`config.mk`:
```
export PLATFORM = sky130hd
export DESIGN_NAME = fetch_unit
export DESIGN_NICKNAME = d
export VERILOG_FILES = /design/src/rtl/fetch_unit.sv
export SDC_FILE = /design/constraint.sdc
export NUM_CORES = 1
export LEC_CHECK = 0
export ABC_AREA = 1
export CORE_MARGIN = 4
export CORE_UTILIZATION = 35
export DETAILED_ROUTE_END_ITERATION = 16
export HOLD_SLACK_MARGIN = 0.1
export PLACE_DENSITY = 0.74
export SLEW_MARGIN = 40
export SYNTH_ARGS = -nofsm -noshare
export SYNTH_HDL_FRONTEND = slang
export SYNTH_SLANG_ARGS = --single-unit
```
`constraint.sdc`:
```
create_clock -name clk -period 2.1 [get_ports clk]
set_clock_uncertainty 0.05 [all_clocks]
set_input_delay 0.315 -clock clk [delete_from_list [all_inputs] [get_ports clk]]
set_output_delay 0.315 -clock clk [all_outputs]
set_load 0.01 [all_outputs]
```
`src/rtl/fetch_unit.sv`:
```
// Instruction fetch stage: PC register, combinational fetch address and the IF/ID pipeline register.
// Optional feature: define MISALIGN_TRAP_EN to trap redirects to misaligned targets.
module fetch_unit #(
    parameter int unsigned                DATA_WIDTH = 32,
    parameter int unsigned                ADDR_WIDTH = 32,
    parameter logic [ADDR_WIDTH-1:0]      RESET_PC   = 32'h00000000,
    parameter logic [DATA_WIDTH-1:0]      NOP_INSTR  = 32'h00000013
) (
    input  logic                  clk,
    input  logic                  rst,
    output logic [ADDR_WIDTH-1:0] a,
    input  logic [DATA_WIDTH-1:0] rd,
    input  logic                  stall,
    input  logic                  redirect,
    input  logic [ADDR_WIDTH-1:0] redirect_pc,
    output logic [ADDR_WIDTH-1:0] if_pc,
    output logic [ADDR_WIDTH-1:0] if_pc4,
    output logic [DATA_WIDTH-1:0] if_instr,
    output logic                  if_valid,
    output logic                  misalign_err
);

    typedef enum logic {StBoot, StRun} state_t;

    state_t                state;
    logic [ADDR_WIDTH-1:0] pc;
    logic [ADDR_WIDTH-1:0] pc_plus4;

    assign a        = pc;
    assign pc_plus4 = pc + ADDR_WIDTH'(4);

`ifndef MISALIGN_TRAP_EN
    assign misalign_err = 1'b0;
`endif

    always_ff @(posedge clk) begin
        if (rst) begin
            state    <= StBoot;
            pc       <= RESET_PC;
            if_pc    <= '0;
            if_pc4   <= '0;
            if_instr <= NOP_INSTR;
            if_valid <= 1'b0;
`ifdef MISALIGN_TRAP_EN
            misalign_err <= 1'b0;
`endif
        end
`ifdef MISALIGN_TRAP_EN
        // Once trapped, fetch is frozen with a bubble until reset.
        else if (misalign_err) begin
            if_instr <= NOP_INSTR;
            if_valid <= 1'b0;
        end else if (redirect && (redirect_pc[1:0] != 2'b00)) begin
            misalign_err <= 1'b1;
            if_instr     <= NOP_INSTR;
            if_valid     <= 1'b0;
        end
`endif
        else if (redirect) begin
            // Low bits are cleared so the PC always stays word aligned.
            pc       <= redirect_pc & ~ADDR_WIDTH'(3);
            if_instr <= NOP_INSTR;
            if_valid <= 1'b0;
        end else if (!stall) begin
            if (state == StBoot) begin
                state <= StRun;
            end
            pc       <= pc_plus4;
            if_pc    <= pc;
            if_pc4   <= pc_plus4;
            if_instr <= rd;
            if_valid <= 1'b1;
        end
    end

endmodule

```
==> impl_metrics.toml, run 1 <==
[run_status]
run_status = "finished, final reports clean"

[floorplan]
std_cell_rows = 44
floorplan.die.width_um = 130
die_h_um = 130
num_io_pins = 198
floorplan.initialDensity = 0.359
fp.dieArea_sq_um = 17000
core_sq_um = 14600

[setup_path]
cp.buffers_inverters = 2
crit_slowest_cell = "clkdlybuf4s50_1"
crit_family = "buffers and inverters"
setup.reg_to_reg.worst_slack_ns = 0.36
regToRegStartpoint = "a[3]"
cpPeakStageDelay_ns = 0.55
critical_path.cell_chain = "buf_4 -> clkdlybuf4s50_1"
worst_ep_required_time_ns = 1.74
cp_max_fo = 6
r2r_end = "if_pc4[14]"
critPathKind = "reg2out"
path_depth_of_the_worst_reg2reg_path = 8
arrival_time_of_the_worst_setup_path_ns = 1.58
setup.worst_path.start_class = "flop"
critical_path.endpoint_type = "output port"

[sta]
max_clock_freq_ghz = 0.515
rsz0062_at_grt = "false"
setup_total_negative_slack_ns = 0
fin_crit_sh = 0.924
slew_violations = 0
relSlewSlack = 0.584
hold_viol_final = 0
timing.final.crit_period_ns = 1.94
worstMarginPinSlew_ns = 0.624
setup_violations_final = 0

[pwr]
net-switching-power_w = 0.00147
combinationalPowerShare = 0.117
power_density_over_cell_area_nw_per_um2 = 815
total_power_w = 0.00651
share_clk_of_total_power = 0.495
p_int_w = 0.00504
leakagePower_nw = 3.05
p_seq_frac = 0.388
vdd.ir_drop.worst_v = 0.000562
switching_share_of_total_power = 0.226

[route]
drt-pass1-iter-count = 5
highest_layer = "met4"
met3_length_um = 1980
met2_length_um = 8060
drtIter0Drc = 358
detail-route-antenna-nets = 0
num_vias = 5369
via_per_inst = 4.79
drc = 0
met1_length_um = 6740
drt_wl_total_um = 16900
avgRoutedWirePerCell_um = 15.1

[synthesis]
yosysWarningCount = 0
ys_ff_latch = 123
synth-async-reset-ratio = 0
syn_area_per_cell_sq_um = 7.09
ys.flop_type = "dfxtp_1"
synthDistinctLibCells = 26
seq_area_frac_synth = 0.470
syn-instance-count = 738
netlist_area_sq_um = 5240
synth_enable_flop_cells = 0

[cells_and_area]
final_core_utilization = 0.548
fill_cells = 1345
finalNetCount = 995
stdcell_count = 1122
num_antenna_cells = 0
area.growth.synth_to_final_pct = 52.6
drive_gt1_frac = 0.0821

[cts]
cts-root-buf = "clkbuf_16"
clkLatencyLatePin_ns = 0.42
tritoncts.num_buffers = 17
cts_buffer_depth = 2
path_clk_slew_ns = 0.06
cts_hold_buf = 0
clock_tree_from_tritoncts = "yes"
cts_repair_resize_count = 0
cts_num_sinks = 123
ctsHtreeMaxLevel = 4
cts_setup_buffers = 0

[min_path]
min_delay_path_depth = 3
hold_path_startpoint = "rst"
timing.hold.worst_endpoint = "if_instr[0]"
holdCritPathClass = "in2reg"

[global_route]
antenna_found_initial = 0
globalRouteTotalUtil = 0.203
overflow = 0
grt_first_pass_wirelength_um = 26800
grt_start_max_net_pins = 70
grt_pass1_vias = 5333

[place]
port-buffer-count = 188
sum_of_net_half_perimeters_after_detailed_placement_um = 12300
gp_routability_congestion = 0.856
placed_cells_incl_taps = 1091

[flow_run]
drv.max_cap_violation_count = 0
power groups by stage:
| stage | logic [W] | clock network, W | registers, W |
|---|---|---|---|
| floorplan | 0.000285 | 0 | 0.00261 |
| global placement | 0.000757 | 0 | 0.00257 |
| detailed placement | 0.000763 | 0 | 0.00258 |
| CTS | 0.000768 | 0.00328 | 0.00253 |
| global route | 0.000838 | 0.00339 | 0.00254 |
| finish | 0.000761 | 0.00322 | 0.00253 |
metrics by stage:
stage	worst slack (ns)	hold slack (ns)	instance area, sq um
5_1_grt	0.0824	0.157	7990
4_1_cts	0.148	0.134	7990
6_report	0.159	0.153	7990
2_1_floorplan	0.587	0.378	5260
3_3_place_gp	0.231	0.397	7330
3_5_place_dp	0.175	0.404	7330
cells in the mapped netlist (all sizes together) (2+ instances only):
cell type / n / area, sq um
xnor2: 2 / 17.5
xor2: 7 / 61.3
clkbuf: 26 / 97.6
a22o: 7 / 61.3
o21ai: 52 / 260
a31oi: 7 / 43.8
nand2: 230 / 883
a21oi: 100 / 500
nor2: 84 / 383
inv: 51 / 191
dfxtp: 123 / 2460
nand3: 24 / 120
buf: 20 / 118
cells in the final DEF (no fill, tap or decap), drive strengths merged:
cell type      netlist  routed
xor2                 7       7
xnor2                2       2
conb                 1       7
clkdlybuf4s50        0     187
a31oi                7       7
dfxtp              123     123
inv                 51      51
a22o                 7       7
nand2              230     230
ha                   1       1
clkbuf              26      26
nor3                 1       1
a21oi              100     100
bufinv               0       4
buf                 20      22
o21ai               52      52
nand3               24      24
nand3b               1       1
clkinvlp             0       1
or2                  1       1
nor2                84      84
tightest hold or removal path, delay by kind of cell:
family	cells	cell delay, ns
AND/OR/NAND/NOR	2	0.16
buffers and inverters	1	0.11
worst max-delay path by stage:
stage,depth (start not counted),slack [ns],from,to
floorplan,8,0.59,a[3],if_pc4[14]
global placement,6,0.23,redirect,if_pc4[13]
detailed placement,6,0.17,redirect,if_pc4[18]
CTS,2,0.15,a[4],a[4]
global route,2,0.08,a[4],a[4]
finish,2,0.16,a[4],a[4]
logic make-up after synthesis:
group	synth area share
and+or+nand+nor	0.268
adders and majority gates	0.00239
xor gates and xnor gates	0.0151
buffers and inverters	0.0777
other	0.000716
DFF	0.470
AOI/OAI and AO/OA	0.165
flip-flops by register name (all words and copies together), names as in the netlist:
| signal | cells |
|---|---|
| a | 30 |
| if_valid | 1 |
| if_instr | 32 |
| if_pc4 | 30 |
| if_pc | 30 |
layout make-up:
cell class,count,area [sq um],area share
multi-input cells,524,2390,0.299
clock inverters,5,128,0.0160
clock buffers,26,529,0.0662
well taps,184,230,0.0288
inverters,51,191,0.0240
flip-flops and latches,123,2460,0.308
repair buffers,209,2060,0.258
per-layer routing:
layer  GRT usage  up-vias
met5           0        -
met4      0.0611        0
met3      0.0933       12
met2       0.343      210
met1       0.229     2422
li1            -     2725
Power figures use the tool's default switching activity.
==> run 2, diff against run 1 <==
Settings changed: CORE_MARGIN 4 to 2, HOLD_SLACK_MARGIN 0.1 to default.
==> run 2 against run 1 <==
Largest power group unchanged. Register-to-register slack improved by 0.04 ns. Hold slack got worse by 0.029 ns. Critical endpoint unchanged. Maximum frequency rose by 1.8%. Largest cell class unchanged.
==> impl_metrics.toml, run 2 (synthesized netlist as in run 1, its figures left out) <==
[run_status]
run_status = "finished, final reports clean"

[cells_and_area]
layout.cells.most_common_list = "224 x nand2_1, 187 x clkdlybuf4s50_1, 123 x dfxtp_1"
finalNetCount = 995
drive_gt1_frac = 0.0842
max_flop_register = "if_instr"
num_antenna_cells = 0
fill_cells = 1356
largest_register_ff_count = 32
register_cell_area_after_layout_sq_um = 2460
layout.cells.most_common = "nand2_1"
multi_input_area_sq_um = 2390
area.growth.synth_to_final_pct = 51.5

[setup_path]
cpPeakStageDelay_ns = 0.62
setup.reg_to_reg.worst_slack_ns = 0.40
crit_family = "buffers and inverters"
setup.worst_path.start_class = "flop"
critical_path.cell_chain = "clkdlybuf4s50_1"
critPathKind = "reg2out"
worstSetupPathDepth = 1
crit_slowest_cell = "clkdlybuf4s50_1"
worst_setup_path_startpoint = "a[4]"
arrival_time_of_the_worst_setup_path_ns = 1.54
r2r_end = "a[22]"
worst_ep_required_time_ns = 1.74
cp_max_fo = 9
path_depth_of_the_worst_reg2reg_path = 8
critical_path.endpoint_type = "output port"
cp.buffers_inverters = 1
regToRegStartpoint = "a[4]"
endpoint = "a[4]"

[sta]
rsz0062_at_grt = "false"
setup_violations_final = 0
timing.final.crit_period_ns = 1.91
relSlewSlack = 0.594
hold_viol_final = 0
setup_total_negative_slack_ns = 0
fin_crit_sh = 0.908
slew_violations = 0
worstMarginPinSlew_ns = 0.609
hold_slack_ns = 0.124
max_clock_freq_ghz = 0.524

[floorplan]
floorplan.die.width_um = 126
num_io_pins = 198
fp.dieArea_sq_um = 16000
std_cell_rows = 44
core_sq_um = 14600
floorplan.initialDensity = 0.359
die_h_um = 126

[cts]
cts_buffer_depth = 2
clock_tree_from_tritoncts = "yes"
cts-root-buf = "clkbuf_16"
cts_num_sinks = 123
tritoncts.num_buffers = 17
path_clk_slew_ns = 0.05
cts_setup_buffers = 0
ctsHtreeMaxLevel = 4
cts_repair_resize_count = 0
cts_hold_buf = 0
clkLatencyLatePin_ns = 0.42

[pwr]
leakagePower_nw = 3.01
total_power_w = 0.00626
vdd.ir_drop.worst_v = 0.000564
switching_share_of_total_power = 0.242
share_clk_of_total_power = 0.476
p_int_w = 0.00475
combinationalPowerShare = 0.120
power_density_over_cell_area_nw_per_um2 = 789
net-switching-power_w = 0.00151
p_seq_frac = 0.404

[flow_run]
drv.max_cap_violation_count = 0

[global_route]
grt_first_pass_wirelength_um = 26100
grt_pass1_vias = 5218
overflow = 0
antenna_found_initial = 0
grt_start_max_net_pins = 59
globalRouteTotalUtil = 0.207

[route]
drtIter0Drc = 367
drt_wl_total_um = 16400
detail-route-antenna-nets = 0
drc = 0
avgRoutedWirePerCell_um = 14.6
via_per_inst = 4.79
drt-pass1-iter-count = 5
num_vias = 5369

[place]
sum_of_net_half_perimeters_after_detailed_placement_um = 11900
gp_routability_congestion = 0.943
port-buffer-count = 188

[min_path]
holdCritPathClass = "in2reg"
[run 2: cell count changes in the layout (fill, tap and decap cells not counted), sizes merged]
cell	previous run	this run
bufinv	4	3
clkinvlp	1	5
clkbuf	26	19
clkinv	0	4
[run 2: per-layer routing]
layer | part of all wire | GRT usage | vias to the layer above
met5 | 0 | 0 | -
met4 | 0.0080 | 0.0595 | 0
met3 | 0.10 | 0.0983 | 11
met2 | 0.47 | 0.341 | 201
met1 | 0.41 | 0.241 | 2428
li1 | - | - | 2729
[run 2: worst min-delay path by stage]
stage	to	from	depth (start not counted)
after global routing	if_instr[0]	rst	3
after detailed placement	if_instr[31]	if_instr[31]	2
after global placement	if_instr[25]	if_instr[25]	2
final	if_instr[4]	rst	3
after floorplan	if_instr[0]	rd[0]	2
after CTS	if_instr[0]	rst	3
[run 2: layout make-up]
type	count	area share
clock buffers	19	0.0571
multi-input cells	524	0.301
repair buffers	209	0.260
well taps	184	0.0290
inverters	51	0.0241
clock inverters	12	0.0186
flip-flops and latches	123	0.310
[run 2: power groups by stage]
stage	Clock, W	Sequential (W)	Combinational, W
global route	0.00313	0.00254	0.000824
finish	0.00298	0.00253	0.000754
detailed placement	0	0.00258	0.000757
CTS	0.00303	0.00253	0.000763
global placement	0	0.00257	0.000752
floorplan	0	0.00261	0.000285
[run 2: worst register-to-register path: stages (launching register included)]
cell and delay, ns:
dfxtp_1 0.50, nand2_1 0.17, nor2_4 0.16, nand2_2 0.14, nor2_2 0.20, nand2_1 0.07, nand2_1 0.06, nand3_1 0.10
a21oi_1 0.17
[run 2: per-stage QoR]
step           cells   util  area, sq um  setup WS [ns]
2_1_floorplan    744      -         5260          0.587
3_3_place_gp    1091  0.503         7330          0.182
3_5_place_dp    1091  0.503         7330          0.125
4_1_cts         1122  0.544         7930          0.182
5_1_grt         1122  0.544         7930          0.128
6_report        1122  0.544         7930          0.193
==> edit: new RTL, settings of run 1 <==
Set the parameter `NOP_INSTR` to 32'h00000009 (it was 32'h00000013).
--- a/src/rtl/fetch_unit.sv
+++ b/src/rtl/fetch_unit.sv
@@ -6,3 +6,3 @@
     parameter logic [ADDR_WIDTH-1:0]      RESET_PC   = 32'h00000000,
-    parameter logic [DATA_WIDTH-1:0]      NOP_INSTR  = 32'h00000013
+    parameter logic [DATA_WIDTH-1:0]      NOP_INSTR  = 32'h00000009
 ) (
Function: changed (a bounded check fails within 4 cycles, from zero or initial values and one cycle with rst high).
==> edit against run 1 <==
Sequential cell count unchanged; via count decreased by 0.73%; wire length decreased by 2.5%; worst setup slack got worse by 31 ps; cell area decreased by 1.8%; cell count about the same; synthesized area decreased by 0.84%; die area decreased by 0.79%; total power decreased by 7.5%.
==> edit: results (changes against run 1) <==
run status=completed; vias in the first global route=5,018 (-5.9%); Comb group=752 uW (-1%); end point of the worst hold path=if_instr[26]$_SDFFE_PP0N_; worst hold start=rd[26]; leak pwr=2.99 nW (-2.1%); Arrival @ worst endpoint=2190 ps (+610 ps); cell family with most CP delay=simple AND/OR/NAND/NOR gates; Nets=994 (-0.10%); fillers=1,365 (+1.5%); post-CTS setup repair buffer count=0 (unchanged); largest net degree at the start of global routing=69 (-1.4%); Peak VDD IR=479 uV (-15%); WHS Path Cells=3 (unchanged); Post-DP HPWL=12,000 um (-1.8%); Slew @ Worst Pin=620 ps (-4.49 ps); met1 Usage GRT=0.230 (+0.000652); gpl congestion=0.901 (+5.2%); # hold bufs at CTS=1 (+1); register area share after synthesis=0.474 (+0.00397); CP Capture Type=register; Main synth FF type=dfxtp_1; Initial DRC Count=361 (+0.84%); CTS HTree Levels=4 (unchanged); initial antenna violation count=1 (+1); TritonCTS Buffers=17 (unchanged); Hold Path Class=primary input to register; Avg WL per Cell=14.7 um (-2.4%); Combinational Power Share=0.125 (+0.008); largest reg by FF count=if_instr; met2 WL post-DR=7590 um (-5.8%); Antenna diodes=0 (unchanged); GR Util All Layers=0.195 (-0.00801); CP peak stage delay=440 ps (-110 ps); # Max-Cap Violations=0 (unchanged); Crit-path slowest cell=dfxtp_1; final instance count without filler cells=1,121 (-0.089%); met3 usage=0.0905 (-0.00287); post-synth cell types=24 (-7.7%); Worst Setup SP=a[2]$_SDFFE_PP0P_; R2R setup slack=130 ps (-230 ps); dpl ws=96.8 ps (-77.9 ps); Post-Syn Instances=739 (+0.14%); global-route wire length before repair=25,600 um (-4.4%); Final Cell Area=7850 um^2 (-1.8%); ranking of synthesized cells by area=dfxtp_1 47%, nand2_1 16%, a21oi_1 9.8%; CP Max Fanout=6 (unchanged); max layer used=met5; grt met2 use=0.314 (-0.0289); WL met3=1770 um (-10%); Vias per Instance=4.75 (-0.64%); WHS=403 ps (+250 ps); area post-placement=7280 um^2 (-0.72%); share of cells above drive strength 1=0.0704 (-0.0117); Pint=4.57 mW (-9.4%); Clock Power=2.74 mW (-15%); top cell types by occurrence after synthesis=227 x nand2_1, 123 x dfxtp_1, 102 x a21oi_1; f_max=507 MHz (-1.6%); length of routed wiring on met1=6800 um (+1.0%); clock root buffer=clkbuf_16
-- edit: cell types whose count changed in the layout (fill, tap and decap cells not counted), sizes merged --
cell,delta
dlygate4sd3,+1
xor2,-1
clkbuf,-3
nor3,-1
o21ai,+1
nor2,+1
nand3,-1
bufinv,-3
clkinv,+6
nand2,-1
inv,+1
buf,-3
a21oi,+2
-- edit: kinds of logic (layout without fill, tap and decap cells) --
family,Yosys count,count (layout),synth area share
AND/OR/NAND/NOR,339,339,0.261
AO/OA/AOI/OAI,169,169,0.170
flip-flops,123,123,0.474
buffers and inverters,98,290,0.0788
XOR/XNOR,8,8,0.0135
adder cells (fa/ha/maj),1,1,0.00241
other,1,7,0.000722
-- edit: layout make-up --
class / count / area share
sequential: 123 / 0.314
clock inverter: 8 / 0.00861
inverter: 52 / 0.0249
tap: 184 / 0.0293
multi-input combinational: 524 / 0.299
timing repair buffer: 207 / 0.263
clock buffer: 23 / 0.0622
